$ cat src/rtl/mesi_isc_bcast_sched.sv
// Round-robin broadcast scheduler: grants one main-bus requester, then for broadcast
// commands drives snoops to the other caches followed by an enable to the initiator.
module mesi_isc_bcast_sched #(
    parameter int ADDR_WIDTH     = 32,
    parameter int MBUS_CMD_WIDTH = 3,
    parameter int CBUS_CMD_WIDTH = 3
) (
    input  logic                      clk,
    input  logic                      rst,
    input  logic [MBUS_CMD_WIDTH-1:0] mbus_cmd3_i,
    input  logic [MBUS_CMD_WIDTH-1:0] mbus_cmd2_i,
    input  logic [MBUS_CMD_WIDTH-1:0] mbus_cmd1_i,
    input  logic [MBUS_CMD_WIDTH-1:0] mbus_cmd0_i,
    input  logic [ADDR_WIDTH-1:0]     mbus_addr3_i,
    input  logic [ADDR_WIDTH-1:0]     mbus_addr2_i,
    input  logic [ADDR_WIDTH-1:0]     mbus_addr1_i,
    input  logic [ADDR_WIDTH-1:0]     mbus_addr0_i,
    input  logic                      cbus_ack3_i,
    input  logic                      cbus_ack2_i,
    input  logic                      cbus_ack1_i,
    input  logic                      cbus_ack0_i,
    output logic [ADDR_WIDTH-1:0]     cbus_addr_o,
    output logic [CBUS_CMD_WIDTH-1:0] cbus_cmd3_o,
    output logic [CBUS_CMD_WIDTH-1:0] cbus_cmd2_o,
    output logic [CBUS_CMD_WIDTH-1:0] cbus_cmd1_o,
    output logic [CBUS_CMD_WIDTH-1:0] cbus_cmd0_o,
    output logic                      mbus_ack3_o,
    output logic                      mbus_ack2_o,
    output logic                      mbus_ack1_o,
    output logic                      mbus_ack0_o,
    output logic                      busy_o
);

    localparam logic [MBUS_CMD_WIDTH-1:0] MBUS_NOP      = '0;
    localparam logic [MBUS_CMD_WIDTH-1:0] MBUS_WR       = MBUS_CMD_WIDTH'(1);
    localparam logic [MBUS_CMD_WIDTH-1:0] MBUS_WR_BROAD = MBUS_CMD_WIDTH'(3);
    localparam logic [MBUS_CMD_WIDTH-1:0] MBUS_RD_BROAD = MBUS_CMD_WIDTH'(4);

    localparam logic [CBUS_CMD_WIDTH-1:0] CBUS_NOP      = '0;
    localparam logic [CBUS_CMD_WIDTH-1:0] CBUS_WR_SNOOP = CBUS_CMD_WIDTH'(1);
    localparam logic [CBUS_CMD_WIDTH-1:0] CBUS_RD_SNOOP = CBUS_CMD_WIDTH'(2);
    localparam logic [CBUS_CMD_WIDTH-1:0] CBUS_EN_WR    = CBUS_CMD_WIDTH'(3);
    localparam logic [CBUS_CMD_WIDTH-1:0] CBUS_EN_RD    = CBUS_CMD_WIDTH'(4);

    typedef enum logic [1:0] {IDLE, ACK, SNOOP, EN} state_t;

    logic [MBUS_CMD_WIDTH-1:0] mbus_cmd  [4];
    logic [ADDR_WIDTH-1:0]     mbus_addr [4];
    logic [3:0]                cbus_ack;

    assign mbus_cmd  = '{mbus_cmd0_i, mbus_cmd1_i, mbus_cmd2_i, mbus_cmd3_i};
    assign mbus_addr = '{mbus_addr0_i, mbus_addr1_i, mbus_addr2_i, mbus_addr3_i};
    assign cbus_ack  = {cbus_ack3_i, cbus_ack2_i, cbus_ack1_i, cbus_ack0_i};

    state_t                    state, state_n;
    logic [1:0]                last_grant, last_grant_n;
    logic [1:0]                gnt_id, gnt_id_n;
    logic [MBUS_CMD_WIDTH-1:0] gnt_cmd, gnt_cmd_n;
    logic [3:0]                done_q, done_n;
    logic [ADDR_WIDTH-1:0]     addr_q, addr_n;
    logic [CBUS_CMD_WIDTH-1:0] cbus_cmd_q [4];
    logic [CBUS_CMD_WIDTH-1:0] cbus_cmd_n [4];
    logic [3:0]                mbus_ack_q, mbus_ack_n;
    logic                      busy_q;

    logic [3:0]                req_vld;
    logic                      win_found;
    logic [1:0]                win_id;
    logic [1:0]                cand;
    logic [3:0]                init_mask;
    logic [CBUS_CMD_WIDTH-1:0] snoop_cmd, en_cmd;

    // Round-robin search starting one past the last granted port.
    always_comb begin
        req_vld   = '0;
        win_found = 1'b0;
        win_id    = last_grant;
        cand      = '0;
        for (int i = 0; i < 4; i++)
            req_vld[i] = (mbus_cmd[i] != MBUS_NOP) && (mbus_cmd[i] <= MBUS_RD_BROAD);
        for (int k = 1; k <= 4; k++) begin
            cand = last_grant + 2'(k);
            if (!win_found && req_vld[cand]) begin
                win_found = 1'b1;
                win_id    = cand;
            end
        end
    end

    assign init_mask = 4'b0001 << gnt_id;
    assign snoop_cmd = (gnt_cmd == MBUS_WR_BROAD) ? CBUS_WR_SNOOP : CBUS_RD_SNOOP;
    assign en_cmd    = (gnt_cmd == MBUS_WR_BROAD) ? CBUS_EN_WR : CBUS_EN_RD;

    always_comb begin
        state_n      = state;
        last_grant_n = last_grant;
        gnt_id_n     = gnt_id;
        gnt_cmd_n    = gnt_cmd;
        done_n       = done_q;
        addr_n       = addr_q;
        mbus_ack_n   = '0;
        for (int i = 0; i < 4; i++) cbus_cmd_n[i] = cbus_cmd_q[i];
        case (state)
            IDLE: begin
                if (win_found) begin
                    state_n             = ACK;
                    last_grant_n        = win_id;
                    gnt_id_n            = win_id;
                    gnt_cmd_n           = mbus_cmd[win_id];
                    addr_n              = mbus_addr[win_id];
                    mbus_ack_n[win_id]  = 1'b1;
                end
            end
            ACK: begin
                if (gnt_cmd == MBUS_WR_BROAD || gnt_cmd == MBUS_RD_BROAD) begin
                    state_n = SNOOP;
                    done_n  = '0;
                    for (int j = 0; j < 4; j++)
                        cbus_cmd_n[j] = (2'(j) == gnt_id) ? CBUS_NOP : snoop_cmd;
                end else begin
                    state_n = IDLE;
                end
            end
            SNOOP: begin
                // Acks on idle buses (including the initiator) or already-done buses are dropped.
                for (int j = 0; j < 4; j++) begin
                    if (cbus_ack[j] && cbus_cmd_q[j] != CBUS_NOP && !done_q[j]) begin
                        done_n[j]     = 1'b1;
                        cbus_cmd_n[j] = CBUS_NOP;
                    end
                end
                if ((done_n | init_mask) == 4'hF) begin
                    state_n            = EN;
                    cbus_cmd_n[gnt_id] = en_cmd;
                end
            end
            EN: begin
                if (cbus_ack[gnt_id] && cbus_cmd_q[gnt_id] != CBUS_NOP) begin
                    state_n            = IDLE;
                    cbus_cmd_n[gnt_id] = CBUS_NOP;
                end
            end
            default: state_n = IDLE;
        endcase
    end

    always_ff @(posedge clk) begin
        if (rst) begin
            state      <= IDLE;
            last_grant <= 2'd3;
            done_q     <= '0;
            addr_q     <= '0;
            mbus_ack_q <= '0;
            busy_q     <= 1'b0;
            for (int i = 0; i < 4; i++) cbus_cmd_q[i] <= CBUS_NOP;
        end else begin
            state      <= state_n;
            last_grant <= last_grant_n;
            done_q     <= done_n;
            addr_q     <= addr_n;
            mbus_ack_q <= mbus_ack_n;
            busy_q     <= (state_n != IDLE);
            for (int i = 0; i < 4; i++) cbus_cmd_q[i] <= cbus_cmd_n[i];
        end
    end

    // Grant bookkeeping is only consulted outside IDLE, so it needs no reset.
    always_ff @(posedge clk) begin
        gnt_id  <= gnt_id_n;
        gnt_cmd <= gnt_cmd_n;
    end

    assign cbus_addr_o = addr_q;
    assign cbus_cmd0_o = cbus_cmd_q[0];
    assign cbus_cmd1_o = cbus_cmd_q[1];
    assign cbus_cmd2_o = cbus_cmd_q[2];
    assign cbus_cmd3_o = cbus_cmd_q[3];
    assign mbus_ack0_o = mbus_ack_q[0];
    assign mbus_ack1_o = mbus_ack_q[1];
    assign mbus_ack2_o = mbus_ack_q[2];
    assign mbus_ack3_o = mbus_ack_q[3];
    assign busy_o      = busy_q;

    logic unused_wr;
    assign unused_wr = (MBUS_WR == MBUS_NOP);

endmodule
$ cat config.mk
export PLATFORM = sky130hd
export DESIGN_NAME = mesi_isc_bcast_sched
export DESIGN_NICKNAME = d
export VERILOG_FILES = /design/src/rtl/mesi_isc_bcast_sched.sv
export SDC_FILE = /design/constraint.sdc
export NUM_CORES = 1
export LEC_CHECK = 0
export ABC_CLOCK_PERIOD_IN_PS = 4700
export CORE_AREA = 2 2 98 100
export DETAILED_ROUTE_END_ITERATION = 8
export DIE_AREA = 0 0 100 102
export GPL_TIMING_DRIVEN = 1
export PLACE_DENSITY = 0.93
export SETUP_SLACK_MARGIN = 0.3
export SYNTH_ARGS = -nofsm -noshare
export SYNTH_HDL_FRONTEND = slang
export SYNTH_SLANG_ARGS = --single-unit
$ cat constraint.sdc
create_clock -name clk -period 4.7 [get_ports clk]
set_clock_uncertainty 0.1 [all_clocks]
set_input_delay 0.94 -clock clk [delete_from_list [all_inputs] [get_ports clk]]
set_output_delay 0.94 -clock clk [all_outputs]
set_load 0.02 [all_outputs]
==> run_results.csv, run 1 <==
group,metric,value,unit
outcome,outcome,"completed",
timing,worstMarginPinSlew,998,ps
setup_path,critPathLaunchType,"primary input",
place,dp_slack,759,ps
timing,hold_slack,365,ps
timing,drv_slew,0,
power_and_ir_drop,irDropWorstVdd,0.244,mV
synthesis,ys.flop_type,"dfxtp_1",
synthesis,synth_top_area_share,29.9,%
synthesis,syn-num-nets,557,
timing,rsz0062_at_grt,"false",
grt,overflow,0,
clock_network,htreeDepth,3,
cells_and_area,nets,737,
synthesis,ys_seq_elements,64,
clock_network,cts_tree,"done",
timing,fin_ws,1140,ps
synthesis,synthTopCellsByArea,"dfxtp_1, mux2i_1, o221ai_2",
grt,grt_max_degree,35,
clock_network,clk_latency,350,ps
route,drt-initial-drc-count,290,
power_and_ir_drop,power.density,465,nW/um^2
min_path,hold_path.class,"reg2reg",
clock_network,cts_sinks,64,
flow_run,timing.max_cap.violations,0,
power_and_ir_drop,power_frac_seq,31.7,%
power_and_ir_drop,p_sw_share,42.3,%
synthesis,netlist_area,3940,um^2
place,io_buffers,194,
power_and_ir_drop,intPower,1.63,mW
grt,antenna_found_initial,0,
setup_path,path_class,"in2reg",
timing,fin_crit,3560,ps
synthesis,syn_avg_cell_area,9.60,um^2
route,via_per_inst,5.77,
synthesis,netlist-cell-type-count,60,
power_and_ir_drop,p_total,2.81,mW
route,wl_per_cell,18.3,um
setup_path,slowest_stage,"or3_2",
grt,gr-usage-all-layers,24.7,%
power_and_ir_drop,power_frac_comb,53.2,%
grt,grt_pass1_wl,20200,um
clock_network,cts_setup_buffers,0,
clock_network,clockBufferDepth,2,
setup_path,max_stage_delay,880,ps
route,detail-route-antenna-nets,0,
timing,tns,0,ps
cells_and_area,drive_above_1_share,10.7,%
synthesis,yosysSeqAreaShare,33.8,%
setup_path,crit_path_end_kind,"register",
timing,max_freq,281,MHz
setup_path,cp_data_arrival_time,3650,ps
setup_path,crit_chain,"clkdlybuf4s50_1 -> or3_4 -> and2_4 -> o41ai_4 -> or3_2 -> o221ai_1",
power_and_ir_drop,p_leak,2.36,nW
floorplan,die_x,100,um
floorplan,io_pins,195,
route,routed_wl,13000,um
timing,timing.final.hold_violations,0,
floorplan,coreArea,9110,um^2
synthesis,synth_largest_area_cell,"dfxtp_1",
cells_and_area,diodes,0,
clock_network,cts_resized,0,
cells_and_area,final_cell_area,6060,um^2
setup_path,cp_num_buf_inv,1,
setup_path,path_delay_family,"simple AND/OR/NAND/NOR gates",
grt,grt_pass1_vias,4179,
synthesis,async_flop_share,0,%
floorplan,die_area,10200,um^2
synthesis,synth_cells,411,
timing,post-route-period-util,75.8,%
clock_network,cts_hold_buf,0,
route,drc,0,
place,gp_congestion,0.937,
clock_network,cts_root_buffer,"clkbuf_8",
power_and_ir_drop,p_sw,1.19,mW
synthesis,ys_warn_count,0,
setup_path,cp.required,4790,ps
place,placed_cell_area,5880,um^2
clock_network,clk_pin_slew,80,ps
floorplan,die_h,102,um
floorplan,initial_core_util,43.3,%
timing,setup_violations,0,
route,drt_first_pass_iters,5,
setup_path,ff2ff_setup_slack,2070,ps
clock_network,numCtsBuffers,9,
floorplan,row_count,35,
power_and_ir_drop,clkPwrFrac,15.1,%
route,vias,4082,
setup_path,path_max_fanout,34,
timing,max-slew-margin-rel,33.5,%
cells_and_area,syn_to_final_growth,53.6,%
place,hpwl,10000,um
synthesis,synth-edff-count,5,
## synth_stat cells, types with 2 or more instances
master    number
inv_1         12
edfxtp_1       5
o211ai_1       4
o32ai_1        5
nand2b_1       3
a211oi_1       2
nor2b_1        2
a31oi_1        8
buf_2         13
nand3_1        3
o31a_1         2
o221ai_1       4
nor4b_1        3
nor3_1         8
nand2_1       49
nor4_1         5
o221ai_2      28
mux2i_1       80
a32o_1         2
o31ai_1        2
buf_8          3
buf_6          5
a21oi_1       13
clkbuf_1       8
dfxtp_1       59
o21ai_0       19
xnor2_1        3
nor2_1        29
## state kept, by name, indices dropped and copies added, names as in the netlist, named ones only
register	count
busy_o	1
cbus_addr_o	32
cbus_cmd_q	12
done_q	4
gnt_cmd	3
gnt_id	2
last_grant	2
mbus_ack_q	4
state	2
## path summary, 6_finish.rpt
path / to / startpoint / cells after the start
min reg2reg: cbus_addr_o[8] / cbus_addr_o[8] / 2
max reg2reg: cbus_cmd_q[0][2] / gnt_id[1] / 5
min: cbus_addr_o[8] / cbus_addr_o[8] / 2
max: cbus_addr_o[1] / mbus_cmd1_i[0] / 6
## layout by cell type (no fill, tap or decap), types with 8 or more instances in the layout
cell             synthesis  layout
a21oi_1                 13      13
nor3_1                   8       8
clkbuf_8                 0       9
mux2i_1                 80      80
nor2_1                  29      29
o221ai_2                28      28
nand2_1                 49      49
clkdlybuf4s50_1          0     194
o21ai_0                 19      19
a31oi_1                  8       8
inv_1                   12      12
dfxtp_1                 59      59
## routing by layer
metal	global-route usage [%]	vias up	part of all wire, %
li1	-	1905	-
met1	27.9	1878	36
met2	44.8	254	53
met3	6.16	45	8.3
met4	10.2	0	2.8
met5	0	-	0
## kinds of logic after synthesis
kind of cell,Yosys count,share of synthesized area [%]
AOI/OAI and AO/OA,104,24.2
and+or+nand+nor,114,13.6
DFF,64,33.8
xor gates and xnor gates,4,0.888
buffers and inverters,43,6.41
muxes,82,21.2
## cell type report
| cell class | count | area (um^2) |
|---|---|---|
| Fill cell | 694 | 3050 |
| Sequential cell | 64 | 1330 |
| Multi-Input combinational cell | 304 | 2370 |
| Inverter | 13 | 48.8 |
| Clock buffer | 10 | 128 |
| Timing Repair Buffer | 199 | 1990 |
| Tap cell | 111 | 139 |
| Clock inverter | 6 | 45.0 |
## power by group through the flow
stage	Sequential [mW]	Clock [mW]	Combinational, mW
3_3_place_gp	0.889	0	1.45
4_1_cts	0.885	0.428	1.49
6_report	0.891	0.426	1.50
3_5_place_dp	0.890	0	1.49
5_1_grt	0.915	0.456	1.59
2_1_floorplan	0.983	0	0.843
## worst min-delay path, delay by kind of cell, from the launching register on
kind,cells,cell delay [ps]
AOI/OAI and AO/OA,1,50
DFF,1,320
and+or+nand+nor,1,60
## through the flow
step | util (%) | instances
final | 66.5 | 707
after global routing | 66.5 | 707
after CTS | 66.5 | 707
after detailed placement | 64.6 | 691
after global placement | 64.6 | 691
after floorplan | - | 411
Power figures use the tool's default switching activity.
==> inputs of run 2 (changes only) <==
ABC_CLOCK_PERIOD_IN_PS = 2980   (was 4700)
CORE_AREA = 2 2 107 109   (was 2 2 98 100)
DIE_AREA = 0 0 109 111   (was 0 0 100 102)
PLACE_DENSITY = 0.84   (was 0.93)
clock period = 2.98 ns   (was 4.7 ns; I/O delays follow)
==> run 2 against run 1 <==
Compared with the run above: wire length is 9.2% higher; via count is 2.8% higher; utilization is 5.5 points lower; highest routed layer is now met5; clock power is 130% higher; global-route usage is 2.7 points lower.
==> run_results.csv, run 2 (same netlist as run 1, synthesis figures left out) <==
group,metric,value,unit
timing,timing.final.hold_violations,0,
route,wl_met3,1090,um
route,wl_per_cell,18.4,um
place,io_buffers,194,
cells_and_area,drive_above_1_share,18.7,%
min_path,holdPathStages,2,
setup_path,cp.required,3120,ps
route,drc,0,
timing,worstMarginPinSlew,671,ps
power_and_ir_drop,irDropWorstVdd,0.450,mV
setup_path,path_class,"in2reg",
power_and_ir_drop,p_leak,2.60,nW
grt,antenna_found_initial,1,
cells_and_area,nets,767,
floorplan,row_count,39,
grt,grt_pass1_wl,20900,um
min_path,hp-start,"cbus_addr_o[3]",
cells_and_area,syn_to_final_growth,71.3,%
cells_and_area,stdcell_count,769,
floorplan,coreArea,11100,um^2
place,dp.cells,746,
clock_network,cts_sinks,64,
route,detail-route-antenna-nets,0,
setup_path,cp-startpoint,"mbus_cmd3_i[0]",
route,drt-initial-drc-count,176,
setup_path,ff2ff_setup_slack,700,ps
setup_path,path_max_fanout,34,
clock_network,cts_hold_buf,0,
route,routed_wl,14200,um
clock_network,clockBufferDepth,2,
setup_path,max_stage_delay,500,ps
timing,max-slew-margin-rel,55.2,%
grt,gr-usage-all-layers,22.0,%
grt,grt_pass1_vias,4287,
timing,setup_violations,0,
floorplan,die_area,12100,um^2
setup_path,cp_data_arrival_time,2750,ps
clock_network,htreeDepth,3,
clock_network,clk_latency,330,ps
cells_and_area,mostFrequentLayoutCell,"clkdlybuf4s50_1",
clock_network,numCtsBuffers,9,
place,hpwl,10100,um
power_and_ir_drop,p_total,5.21,mW
floorplan,initial_core_util,35.6,%
grt,grt_max_degree,35,
timing,post-route-period-util,87.4,%
floorplan,die_h,111,um
outcome,outcome,"completed",
setup_path,worstRegToRegCells,5,
clock_network,cts_tree,"done",
cells_and_area,largest_reg_flops,32,
route,wl_met1,5370,um
route,via_per_inst,5.46,
min_path,whs_endpoint,"cbus_addr_o[3]",
grt,overflow,0,
cells_and_area,n_fill_cell,860,
setup_path,crit_chain,"clkdlybuf4s50_1 -> nor2_1 -> xnor2_1 -> or2_2 -> o22ai_1 -> or3_2 -> buf_12 -> o221ai_2",
timing,rsz0062_at_grt,"false",
min_path,hold_path.class,"reg2reg",
route,drt_first_pass_iters,4,
flow_run,timing.max_cap.violations,0,
setup_path,crit_path_end_kind,"register",
power_and_ir_drop,power.density,771,nW/um^2
place,gp_congestion,0.945,
clock_network,cts_root_buffer,"clkbuf_16",
route,route.met2.wl,7310,um
timing,drv_slew,0,
cells_and_area,layout.cells.most_common_list,"clkdlybuf4s50_1, dfxtp_1, mux2i_1, nand2_1, nor2_1",
route,top_layer,"met5",
floorplan,die_x,109,um
route,vias,4196,
floorplan,io_pins,195,
setup_path,r2r-end,"cbus_cmd_q[2][2]",
setup_path,critPathLaunchType,"primary input",
setup_path,r2r_start,"gnt_id[1]",
cells_and_area,diodes,0,
timing,fin_crit,2600,ps
timing,max_freq,384,MHz
clock_network,clk_pin_slew,60,ps
setup_path,slowest_stage,"clkdlybuf4s50_1",
## run 2: cell count changes in the layout (fill, tap and decap cells not counted), moves of 3 or more
cell	delta
clkdlybuf4s50_1	-3
buf_4	+16
buf_6	+5
mux2i_4	+9
clkbuf_16	+13
mux2i_1	-23
mux2i_2	+14
dlymetal6s2s_1	+3
clkbuf_8	-7
buf_12	+3
## run 2: per-stage QoR
step                setup TNS, ps  util (%)  hold slack (ps)  cell area, um^2  setup slack (ps)
detailed placement          -59.0      55.4              350             6130             -44.1
global route                    0      61.0              384             6750               303
finish                          0      61.0              368             6750               376
floorplan                       0         -              351             3940               524
CTS                             0      57.9              368             6420               302
global placement                0      55.4              345             6130              20.2
## run 2: cell type report
cell class                 count  area [um^2]  share of cell area, %
clock buffer                  12          256                   3.80
inverter                      13         48.8                  0.722
clock inverter                 4         28.8                  0.426
sequential                    64         1330                   19.7
tap                          143          179                   2.65
multi-input combinational    305         2560                   37.9
timing repair buffer         228         2350                   34.8
## run 2: critical path: cells and delay by family
family / cells / cell delay, ps
AND/OR/NAND/NOR: 3 / 750
XOR/XNOR: 1 / 370
AO/OA/AOI/OAI: 2 / 310
buffers and inverters: 2 / 710
## run 2: how the worst max path moves through the flow
| stage | slack (ps) | to | cells past startpoint |
|---|---|---|---|
| global placement | 20 | cbus_addr_o[12] | 8 |
| finish | 380 | cbus_addr_o[25] | 8 |
| floorplan | 520 | cbus_addr_o[3] | 7 |
| CTS | 300 | cbus_addr_o[12] | 8 |
| global route | 300 | cbus_addr_o[25] | 9 |
| detailed placement | -40 | cbus_addr_o[12] | 8 |
## run 2: per-layer routing
| metal | global-route usage, % | vias to the layer above |
|---|---|---|
| met1 | 25.4 | 1982 |
| li1 | - | 1975 |
| met4 | 9.66 | 2 |
| met2 | 37.9 | 203 |
| met3 | 5.41 | 34 |
| met5 | 0 | - |
## run 2: power by group
part / total (mW) / switching, mW / internal, mW
clock: 0.995 / 0.387 / 0.608
sequential: 1.41 / 0.258 / 1.15
combinational: 2.80 / 1.36 / 1.44
total: 5.21 / 2.01 / 3.20
## run 2: what timing repair did
| item | 4_1_cts | 5_1_grt |
|---|---|---|
| setup endpoints to repair | 0 | 11 |
| setup buffers | 0 | 1 |
| gates resized for setup | 0 | 42 |
| hold endpoints to repair | 0 | 0 |
